==> src/rtl/func_pkg.sv <==
// rtl/func_pkg.sv - shared widths, defaults, FSM state encoding and operand-pair type
package func_pkg;

    localparam int DEF_DEPTH   = 4;
    localparam int DEF_TIMEOUT = 64;
    localparam int OP_W        = 8;
    localparam int RES_W       = 24;

    typedef enum logic [2:0] {
        ST_IDLE,
        ST_ISSUE,
        ST_GUARD,
        ST_WAIT,
        ST_OUT
    } state_t;

    typedef struct packed {
        logic [OP_W-1:0] a;
        logic [OP_W-1:0] b;
    } op_pair_t;

    function automatic op_pair_t make_pair(input logic [OP_W-1:0] a, input logic [OP_W-1:0] b);
        op_pair_t p;
        p.a = a;
        p.b = b;
        return p;
    endfunction

endpackage

==> src/rtl/func_seq_if.sv <==
// rtl/func_seq_if.sv - operand ingress, compute-unit and result egress signal bundle
interface func_seq_if;
    import func_pkg::*;

    logic             s_valid;
    logic             s_ready;
    logic [OP_W-1:0]  s_a;
    logic [OP_W-1:0]  s_b;

    logic [OP_W-1:0]  fn_a;
    logic [OP_W-1:0]  fn_b;
    logic             fn_start;
    logic             fn_done;
    logic [RES_W-1:0] fn_result;

    logic             m_valid;
    logic             m_ready;
    logic [RES_W-1:0] m_data;

    // sequencer side
    modport slave (
        input  s_valid, s_a, s_b, fn_done, fn_result, m_ready,
        output s_ready, fn_a, fn_b, fn_start, m_valid, m_data
    );

    // producer / compute unit / consumer side
    modport master (
        output s_valid, s_a, s_b, fn_done, fn_result, m_ready,
        input  s_ready, fn_a, fn_b, fn_start, m_valid, m_data
    );

endinterface

==> src/rtl/op_fifo.sv <==
// rtl/op_fifo.sv - DEPTH-entry operand-pair FIFO with wrapping pointers and occupancy count
module op_fifo
    import func_pkg::*;
#(
    parameter  int DEPTH = DEF_DEPTH,
    localparam int PTR_W = (DEPTH > 1) ? $clog2(DEPTH) : 1,
    localparam int CNT_W = $clog2(DEPTH + 1)
) (
    input  logic             clk,
    input  logic             rst_n,
    input  logic             push,
    input  op_pair_t         wdata,
    input  logic             pop,
    output op_pair_t         rdata,
    output logic             full,
    output logic             empty,
    output logic [CNT_W-1:0] level
);

    op_pair_t         mem [DEPTH];
    logic [PTR_W-1:0] wr_ptr;
    logic [PTR_W-1:0] rd_ptr;
    logic [CNT_W-1:0] count;
    logic             push_ok;
    logic             pop_ok;

    assign full    = (count == CNT_W'(DEPTH));
    assign empty   = (count == '0);
    assign level   = count;
    assign rdata   = mem[rd_ptr];
    assign push_ok = push && !full;
    assign pop_ok  = pop && !empty;

    // storage needs no reset; validity is tracked by count
    always_ff @(posedge clk) begin
        if (push_ok) begin
            mem[wr_ptr] <= wdata;
        end
    end

    always_ff @(posedge clk or negedge rst_n) begin
        if (!rst_n) begin
            wr_ptr <= '0;
            rd_ptr <= '0;
            count  <= '0;
        end else begin
            if (push_ok) begin
                wr_ptr <= wr_ptr + PTR_W'(1);
            end
            if (pop_ok) begin
                rd_ptr <= rd_ptr + PTR_W'(1);
            end
            case ({push_ok, pop_ok})
                2'b10:   count <= count + CNT_W'(1);
                2'b01:   count <= count - CNT_W'(1);
                default: count <= count;
            endcase
        end
    end

endmodule

==> src/rtl/func_seq.sv <==
// rtl/func_seq.sv - sequences buffered operand pairs through an external compute unit one at a time
module func_seq
    import func_pkg::*;
#(
    parameter  int DEPTH   = DEF_DEPTH,
    parameter  int TIMEOUT = DEF_TIMEOUT,
    localparam int CNT_W   = $clog2(DEPTH + 1),
    localparam int TMR_W   = (TIMEOUT > 2) ? $clog2(TIMEOUT) : 1
) (
    input  logic             clk_i,
    input  logic             rst_i,
    func_seq_if.slave        bus,
    output logic [CNT_W-1:0] level_o,
    output logic             err_o
);

    state_t           state;
    logic [TMR_W-1:0] timer;
    logic [OP_W-1:0]  fn_a_q;
    logic [OP_W-1:0]  fn_b_q;
    logic             fn_start_q;
    logic             m_valid_q;
    logic [RES_W-1:0] m_data_q;
    logic             err_q;

    op_pair_t         head;
    logic             full;
    logic             empty;
    logic             push;
    logic             pop;

    // ready is held low while reset is asserted
    assign bus.s_ready = rst_i && !full;
    assign push        = bus.s_valid && bus.s_ready;
    assign pop         = (state == ST_ISSUE);

    op_fifo #(
        .DEPTH (DEPTH)
    ) u_fifo (
        .clk   (clk_i),
        .rst_n (rst_i),
        .push  (push),
        .wdata (make_pair(bus.s_a, bus.s_b)),
        .pop   (pop),
        .rdata (head),
        .full  (full),
        .empty (empty),
        .level (level_o)
    );

    assign bus.fn_a     = fn_a_q;
    assign bus.fn_b     = fn_b_q;
    assign bus.fn_start = fn_start_q;
    assign bus.m_valid  = m_valid_q;
    assign bus.m_data   = m_data_q;
    assign err_o        = err_q;

    always_ff @(posedge clk_i or negedge rst_i) begin
        if (!rst_i) begin
            state      <= ST_IDLE;
            timer      <= '0;
            fn_a_q     <= '0;
            fn_b_q     <= '0;
            fn_start_q <= 1'b0;
            m_valid_q  <= 1'b0;
            m_data_q   <= '0;
            err_q      <= 1'b0;
        end else begin
            fn_start_q <= 1'b0;
            case (state)
                ST_IDLE: begin
                    if (!empty) begin
                        fn_a_q     <= head.a;
                        fn_b_q     <= head.b;
                        fn_start_q <= 1'b1;
                        state      <= ST_ISSUE;
                    end
                end
                ST_ISSUE: begin
                    state <= ST_GUARD;
                end
                // done may still be high from the previous op during this cycle
                ST_GUARD: begin
                    timer <= '0;
                    state <= ST_WAIT;
                end
                ST_WAIT: begin
                    if (bus.fn_done) begin
                        m_data_q  <= bus.fn_result;
                        m_valid_q <= 1'b1;
                        state     <= ST_OUT;
                    end else if (timer == TMR_W'(TIMEOUT - 1)) begin
                        err_q <= 1'b1;
                        state <= ST_IDLE;
                    end else begin
                        timer <= timer + TMR_W'(1);
                    end
                end
                ST_OUT: begin
                    if (bus.m_ready) begin
                        m_valid_q <= 1'b0;
                        state     <= ST_IDLE;
                    end
                end
                default: begin
                    state <= ST_IDLE;
                end
            endcase
        end
    end

endmodule
==> src/flat_wrapper.sv <==
// flat-port wrapper written by rule: the top's interface ports become plain ports
module func_seq_flat import func_pkg::*;
#(
    parameter  int DEPTH   = DEF_DEPTH,
    parameter  int TIMEOUT = DEF_TIMEOUT,
    localparam int CNT_W   = $clog2(DEPTH + 1),
    localparam int TMR_W   = (TIMEOUT > 2) ? $clog2(TIMEOUT) : 1
)
  (clk_i, rst_i, level_o, err_o, bus_s_valid, bus_s_a, bus_s_b, bus_fn_done, bus_fn_result, bus_m_ready, bus_s_ready, bus_fn_a, bus_fn_b, bus_fn_start, bus_m_valid, bus_m_data);
  func_seq_if bus_i ();
  input  logic clk_i;
  input  logic rst_i;
  output logic [CNT_W-1:0] level_o;
  output logic err_o;
  input wire logic [$bits(bus_i.s_valid)-1:0] bus_s_valid;
  input wire logic [$bits(bus_i.s_a)-1:0] bus_s_a;
  input wire logic [$bits(bus_i.s_b)-1:0] bus_s_b;
  input wire logic [$bits(bus_i.fn_done)-1:0] bus_fn_done;
  input wire logic [$bits(bus_i.fn_result)-1:0] bus_fn_result;
  input wire logic [$bits(bus_i.m_ready)-1:0] bus_m_ready;
  output wire logic [$bits(bus_i.s_ready)-1:0] bus_s_ready;
  output wire logic [$bits(bus_i.fn_a)-1:0] bus_fn_a;
  output wire logic [$bits(bus_i.fn_b)-1:0] bus_fn_b;
  output wire logic [$bits(bus_i.fn_start)-1:0] bus_fn_start;
  output wire logic [$bits(bus_i.m_valid)-1:0] bus_m_valid;
  output wire logic [$bits(bus_i.m_data)-1:0] bus_m_data;
  assign bus_i.s_valid = bus_s_valid;
  assign bus_i.s_a = bus_s_a;
  assign bus_i.s_b = bus_s_b;
  assign bus_i.fn_done = bus_fn_done;
  assign bus_i.fn_result = bus_fn_result;
  assign bus_i.m_ready = bus_m_ready;
  assign bus_s_ready = bus_i.s_ready;
  assign bus_fn_a = bus_i.fn_a;
  assign bus_fn_b = bus_i.fn_b;
  assign bus_fn_start = bus_i.fn_start;
  assign bus_m_valid = bus_i.m_valid;
  assign bus_m_data = bus_i.m_data;
  func_seq #(.DEPTH(DEPTH), .TIMEOUT(TIMEOUT)) u_core (.clk_i(clk_i), .rst_i(rst_i), .bus(bus_i), .level_o(level_o), .err_o(err_o));
endmodule
==> config.mk <==
export PLATFORM = sky130hd
export DESIGN_NAME = func_seq_flat
export DESIGN_NICKNAME = d
export VERILOG_FILES = /design/src/rtl/func_pkg.sv /design/src/rtl/func_seq_if.sv /design/src/rtl/op_fifo.sv /design/src/rtl/func_seq.sv /design/src/flat_wrapper.sv
export SDC_FILE = /design/constraint.sdc
export NUM_CORES = 1
export LEC_CHECK = 0
export ABC_AREA = 1
export CAP_MARGIN = 10
export CELL_PAD_IN_SITES_DETAIL_PLACEMENT = 0
export CELL_PAD_IN_SITES_GLOBAL_PLACEMENT = 1
export CORE_MARGIN = 2
export CORE_UTILIZATION = 45
export CTS_BUF_LIST = sky130_fd_sc_hd__clkbuf_8
export CTS_CLUSTER_DIAMETER = 60
export DETAILED_ROUTE_END_ITERATION = 8
export PLACE_DENSITY = 0.88
export SLEW_MARGIN = 20
export SYNTH_ARGS = -nofsm -noshare
export SYNTH_HDL_FRONTEND = slang
export SYNTH_SLANG_ARGS = --single-unit
==> constraint.sdc <==
create_clock -name clk_i -period 3.62 [get_ports clk_i]
set_clock_uncertainty 0.1 [all_clocks]
set_input_delay 0.724 -clock clk_i [delete_from_list [all_inputs] [get_ports clk_i]]
set_output_delay 0.724 -clock clk_i [all_outputs]
set_load 0.005 [all_outputs]
==> reports/summary.txt <==
OUTCOME
------------------------------------------------------------------------------------------
Status ...................................................................... finished clean

STA
------------------------------------------------------------------------------------------
Achievable frequency ........................................................    393.9 MHz
Unrepaired setup endpoints after global routing .............................        false
Slew at the pin closest to its max-slew limit ...............................    0.6098 ns
Minimum clock period ........................................................     2.539 ns
Final hold vios .............................................................            0
Setup TNS ...................................................................         0 ns
Endpoints failing setup .....................................................            0
Final slew viol count .......................................................            0
Worst slew margin ...........................................................       59.25%
Crit share post-route .......................................................       70.13%
Fin worst setup slack .......................................................     1.081 ns

ROUTE
------------------------------------------------------------------------------------------
Post-detailed-route DRC marker count ........................................            0
Detailed-route wire length ..................................................     10690 um
TritonRoute pass-1 iters ....................................................            4
DRT antenna net count .......................................................            0
Average vias per placed instance ............................................        4.844
Average wire per cell in the routed design ..................................     14.35 um
1st-iter DRT viols ..........................................................          190
Via count ...................................................................         3609

SETUP PATH
------------------------------------------------------------------------------------------
Worst stage delay on the critical path ......................................      0.51 ns
Worst Path Max Fanout .......................................................            4
Worst reg2reg endpoint ...................................................... u_core.u_fifo.level[2]
Critical Path Sink ..........................................................  bus_s_ready
R2r startpoint .............................................................. u_core.state[2]
Worst path cell trace ....................................................... inv_1 -> nand3_1 -> and2_1 -> clkdlybuf4s50_1
Critical-path top delay cell ................................................ sky130_fd_sc_hd__clkdlybuf4s50_1
Startpoint of the worst setup timing path ................................... u_core.u_fifo.level[0]
Worst endpoint data arrival time ............................................      1.71 ns
Required time worst endpoint ................................................      2.80 ns
Worst Reg2Reg Path Length in Cells ..........................................            9
Sort of element at the end of the critical path .............................   output pin
WS Path Type ................................................................      reg2out
Register-to-register setup slack ............................................      1.31 ns
Element type at the critical path start .....................................         flop

FINAL LAYOUT
------------------------------------------------------------------------------------------
Area growth, synth to finish ................................................       28.33%
Number of nets in the finished design .......................................          644
Fillcell total ..............................................................          905
Number of standard cells in the layout, taps in and fillers out .............          745
Share of post-route cells with drive strength above 1 .......................       8.926%
Antenna cells ...............................................................            0

GLOBAL ROUTING
------------------------------------------------------------------------------------------
Maximum number of pins on one net before global-route repair ................           38
Number of antenna violations at the first check in global routing ...........            0
Global-route wire length before repair ......................................     17130 um
Via count of the first global-routing pass ..................................         3490
Leftover overflow at the end of global routing ..............................            0
Aggregate global-route resource usage .......................................       19.20%

FLOORPLAN
------------------------------------------------------------------------------------------
Die area ....................................................................    12150 um2
Number of top-level pins ....................................................           92
Die height ..................................................................     110.2 um
Width of the die ............................................................     110.2 um
Effective utilization at floorplan ..........................................       46.45%
Core area ...................................................................    10940 um2
Std-Cell Rows ...............................................................           38

YOSYS
------------------------------------------------------------------------------------------
Post-synthesis sequential element count .....................................          123
Mean instance size in the synthesized netlist ...............................    10.32 um2
Sequential cell area fraction in the yosys report ...........................       66.90%
Instance count of the mapped netlist ........................................          492
Count of unique library cells instantiated by Yosys .........................           30
Synthesized cell area .......................................................     5080 um2
Number of nets in the synthesized netlist ...................................          544
Number of warnings reported in the yosys synthesis log ......................            0

CLOCK TREE
------------------------------------------------------------------------------------------
CTS tree ....................................................................        built
Cell at the root of the clock tree .......................................... sky130_fd_sc_hd__clkbuf_8
Worst-skew pair later-pin latency ...........................................      0.43 ns
Resized Gates After CTS .....................................................            0
Clock buffer count from CTS .................................................           17
Total number of H-tree levels ...............................................            4
Clock edge transition at the registers on the reported setup and hold paths .      0.08 ns
Post-CTS Hold Buffers .......................................................            0
Post-CTS Setup Repair Bufs ..................................................            0
CTS max path bufs ...........................................................            2
CTS sink cnt ................................................................          123

PLACE
------------------------------------------------------------------------------------------
DP HPWL .....................................................................      6996 um
Placed cell count ...........................................................          713
Routability Congestion ......................................................       0.7401
# port buffers ..............................................................           91
Worst slack, placed .........................................................    0.8920 ns

POWER AND IR DROP
------------------------------------------------------------------------------------------
Sw Pwr ......................................................................      1792 uW
Leakage .....................................................................  0.002803 uW
Total power divided by cell area ............................................ 785.9 nW/um2
Part of the power in registers ..............................................        40.1%
Internal power contribution .................................................      3331 uW
Switching Share .............................................................       34.98%
Worst vdd rail ir drop ......................................................    0.4335 mV
Clock share of power ........................................................        23.5%
Share of power burned in combinational logic ................................        36.4%

JOB
------------------------------------------------------------------------------------------
Maximum capacitance violations ..............................................            0

HOLD PATH
------------------------------------------------------------------------------------------
Kind of path behind the tightest hold check .................................     in2async

layout by cell type, fill, tap and decap left out, types with 3 or more instances in the layout:
| cell | count |
|---|---|
| sky130_fd_sc_hd__dfrtp_1 | 59 |
| sky130_fd_sc_hd__nor2_1 | 78 |
| sky130_fd_sc_hd__nand2_1 | 144 |
| sky130_fd_sc_hd__ha_1 | 6 |
| sky130_fd_sc_hd__inv_6 | 3 |
| sky130_fd_sc_hd__inv_1 | 18 |
| sky130_fd_sc_hd__o21ai_1 | 4 |
| sky130_fd_sc_hd__buf_4 | 9 |
| sky130_fd_sc_hd__clkinv_4 | 4 |
| sky130_fd_sc_hd__clkbuf_8 | 19 |
| sky130_fd_sc_hd__nor3_1 | 3 |
| sky130_fd_sc_hd__clkdlybuf4s50_1 | 90 |
| sky130_fd_sc_hd__o21ai_0 | 31 |
| sky130_fd_sc_hd__nand2_2 | 3 |
| sky130_fd_sc_hd__inv_2 | 3 |
| sky130_fd_sc_hd__edfxtp_1 | 64 |
| sky130_fd_sc_hd__nand3_1 | 41 |
registers in the layout, summed over array words and instances, names as in the netlist, 2 cells and up:
| register | count |
|---|---|
| u_core.u_fifo.level | 3 |
| u_core.u_fifo.rd_ptr | 2 |
| u_core.u_fifo.wr_ptr | 2 |
| u_core.timer | 6 |
| u_core.bus.m_data | 24 |
| u_core.bus.fn_b | 8 |
| u_core.u_fifo.mem | 64 |
| u_core.bus.fn_a | 8 |
| u_core.state | 3 |
power by group through the flow:
stage	combinational [uW]	clock (uW)	sequential [uW]
after floorplan	1080	0	2060
after global placement	1840	0	2060
after detailed placement	1890	0	2070
after CTS	1900	1230	2050
after global routing	2130	1290	2090
final	1870	1200	2050
per-stage QoR:
step                      instance area [um2]  hold WS [ns]  total power, uW  utilization, %
final                                    6519        0.2127             5123           59.61
after global routing                     6519        0.2149             5517           59.61
after CTS                                6519        0.1972             5182           59.61
after detailed placement                 6115        0.3572             3963           55.92
after global placement                   6115        0.3544             3907           55.92
after floorplan                          5080        0.3284             3138               -
worst min-delay path by stage:
stage and endpoint:
5_1_grt u_core.bus.fn_b[3], 2_1_floorplan u_core.bus.fn_a[0], 3_3_place_gp u_core.bus.m_data[10], 6_report u_core.u_fifo.wr_ptr[0], 3_5_place_dp u_core.bus.m_data[20], 4_1_cts u_core.u_fifo.wr_ptr[0]
layer usage:
layer	global-route usage (%)	share of wire, %	up-vias
met4	8.839	1.2	0
met2	31.38	51	85
met5	0	0	-
li1	-	-	1815
met1	24.41	43	1698
met3	4.350	4.9	11
cells in the mapped netlist:
library cell | number | area [um2]
sky130_fd_sc_hd__o21ai_1 | 4 | 20.02
sky130_fd_sc_hd__a21oi_1 | 1 | 5.000
sky130_fd_sc_hd__buf_6 | 3 | 33.78
sky130_fd_sc_hd__buf_4 | 3 | 22.52
sky130_fd_sc_hd__edfxtp_1 | 64 | 1922
sky130_fd_sc_hd__o21ai_0 | 31 | 155.2
sky130_fd_sc_hd__xnor2_1 | 2 | 17.52
sky130_fd_sc_hd__or2_2 | 1 | 6.260
sky130_fd_sc_hd__nand2_4 | 2 | 22.52
sky130_fd_sc_hd__nor3_1 | 3 | 15.01
sky130_fd_sc_hd__clkbuf_1 | 6 | 22.52
sky130_fd_sc_hd__inv_2 | 3 | 11.26
sky130_fd_sc_hd__nand3_1 | 41 | 205.2
sky130_fd_sc_hd__fa_1 | 1 | 20.02
sky130_fd_sc_hd__o21bai_1 | 2 | 15.01
sky130_fd_sc_hd__nand4_1 | 2 | 12.51
sky130_fd_sc_hd__inv_6 | 1 | 8.760
sky130_fd_sc_hd__nor2_4 | 1 | 11.26
sky130_fd_sc_hd__nand2_2 | 3 | 18.77
sky130_fd_sc_hd__inv_1 | 17 | 63.81
sky130_fd_sc_hd__nand2_1 | 144 | 540.5
sky130_fd_sc_hd__ha_1 | 6 | 75.07
sky130_fd_sc_hd__buf_2 | 7 | 35.03
sky130_fd_sc_hd__o21a_1 | 1 | 7.510
sky130_fd_sc_hd__nor2_2 | 2 | 12.51
sky130_fd_sc_hd__dfrtp_1 | 59 | 1476
sky130_fd_sc_hd__xor2_1 | 2 | 17.52
sky130_fd_sc_hd__nor2_1 | 78 | 292.8
sky130_fd_sc_hd__and2_1 | 1 | 6.260
sky130_fd_sc_hd__nor3b_1 | 1 | 7.510
worst max-delay path, delay by kind of cell (launching register included):
family | cells | cell delay, ns
AND/OR/NAND/NOR | 2 | 0.24
flip-flops | 1 | 0.42
buffers and inverters | 2 | 0.63
layout make-up:
type	count	area [um2]	area share, %
inverter	21	83.83	1.286
timing repair buffer	100	973.4	14.93
clock inverter	13	142.6	2.188
sequential	123	3398	52.13
tap	140	175.2	2.687
clock buffer	19	261.5	4.012
multi-input combinational	329	1484	22.76
cell families after synthesis:
kind of cell | count (synthesis) | synth area share (%)
DFF | 123 | 66.90
xor gates and xnor gates | 4 | 0.6898
AOI/OAI and AO/OA | 39 | 3.990
and+or+nand+nor | 279 | 22.66
buffers and inverters | 40 | 3.891
adders and majority gates | 7 | 1.872
No activity file was read; power rests on OpenSTA's default activity.
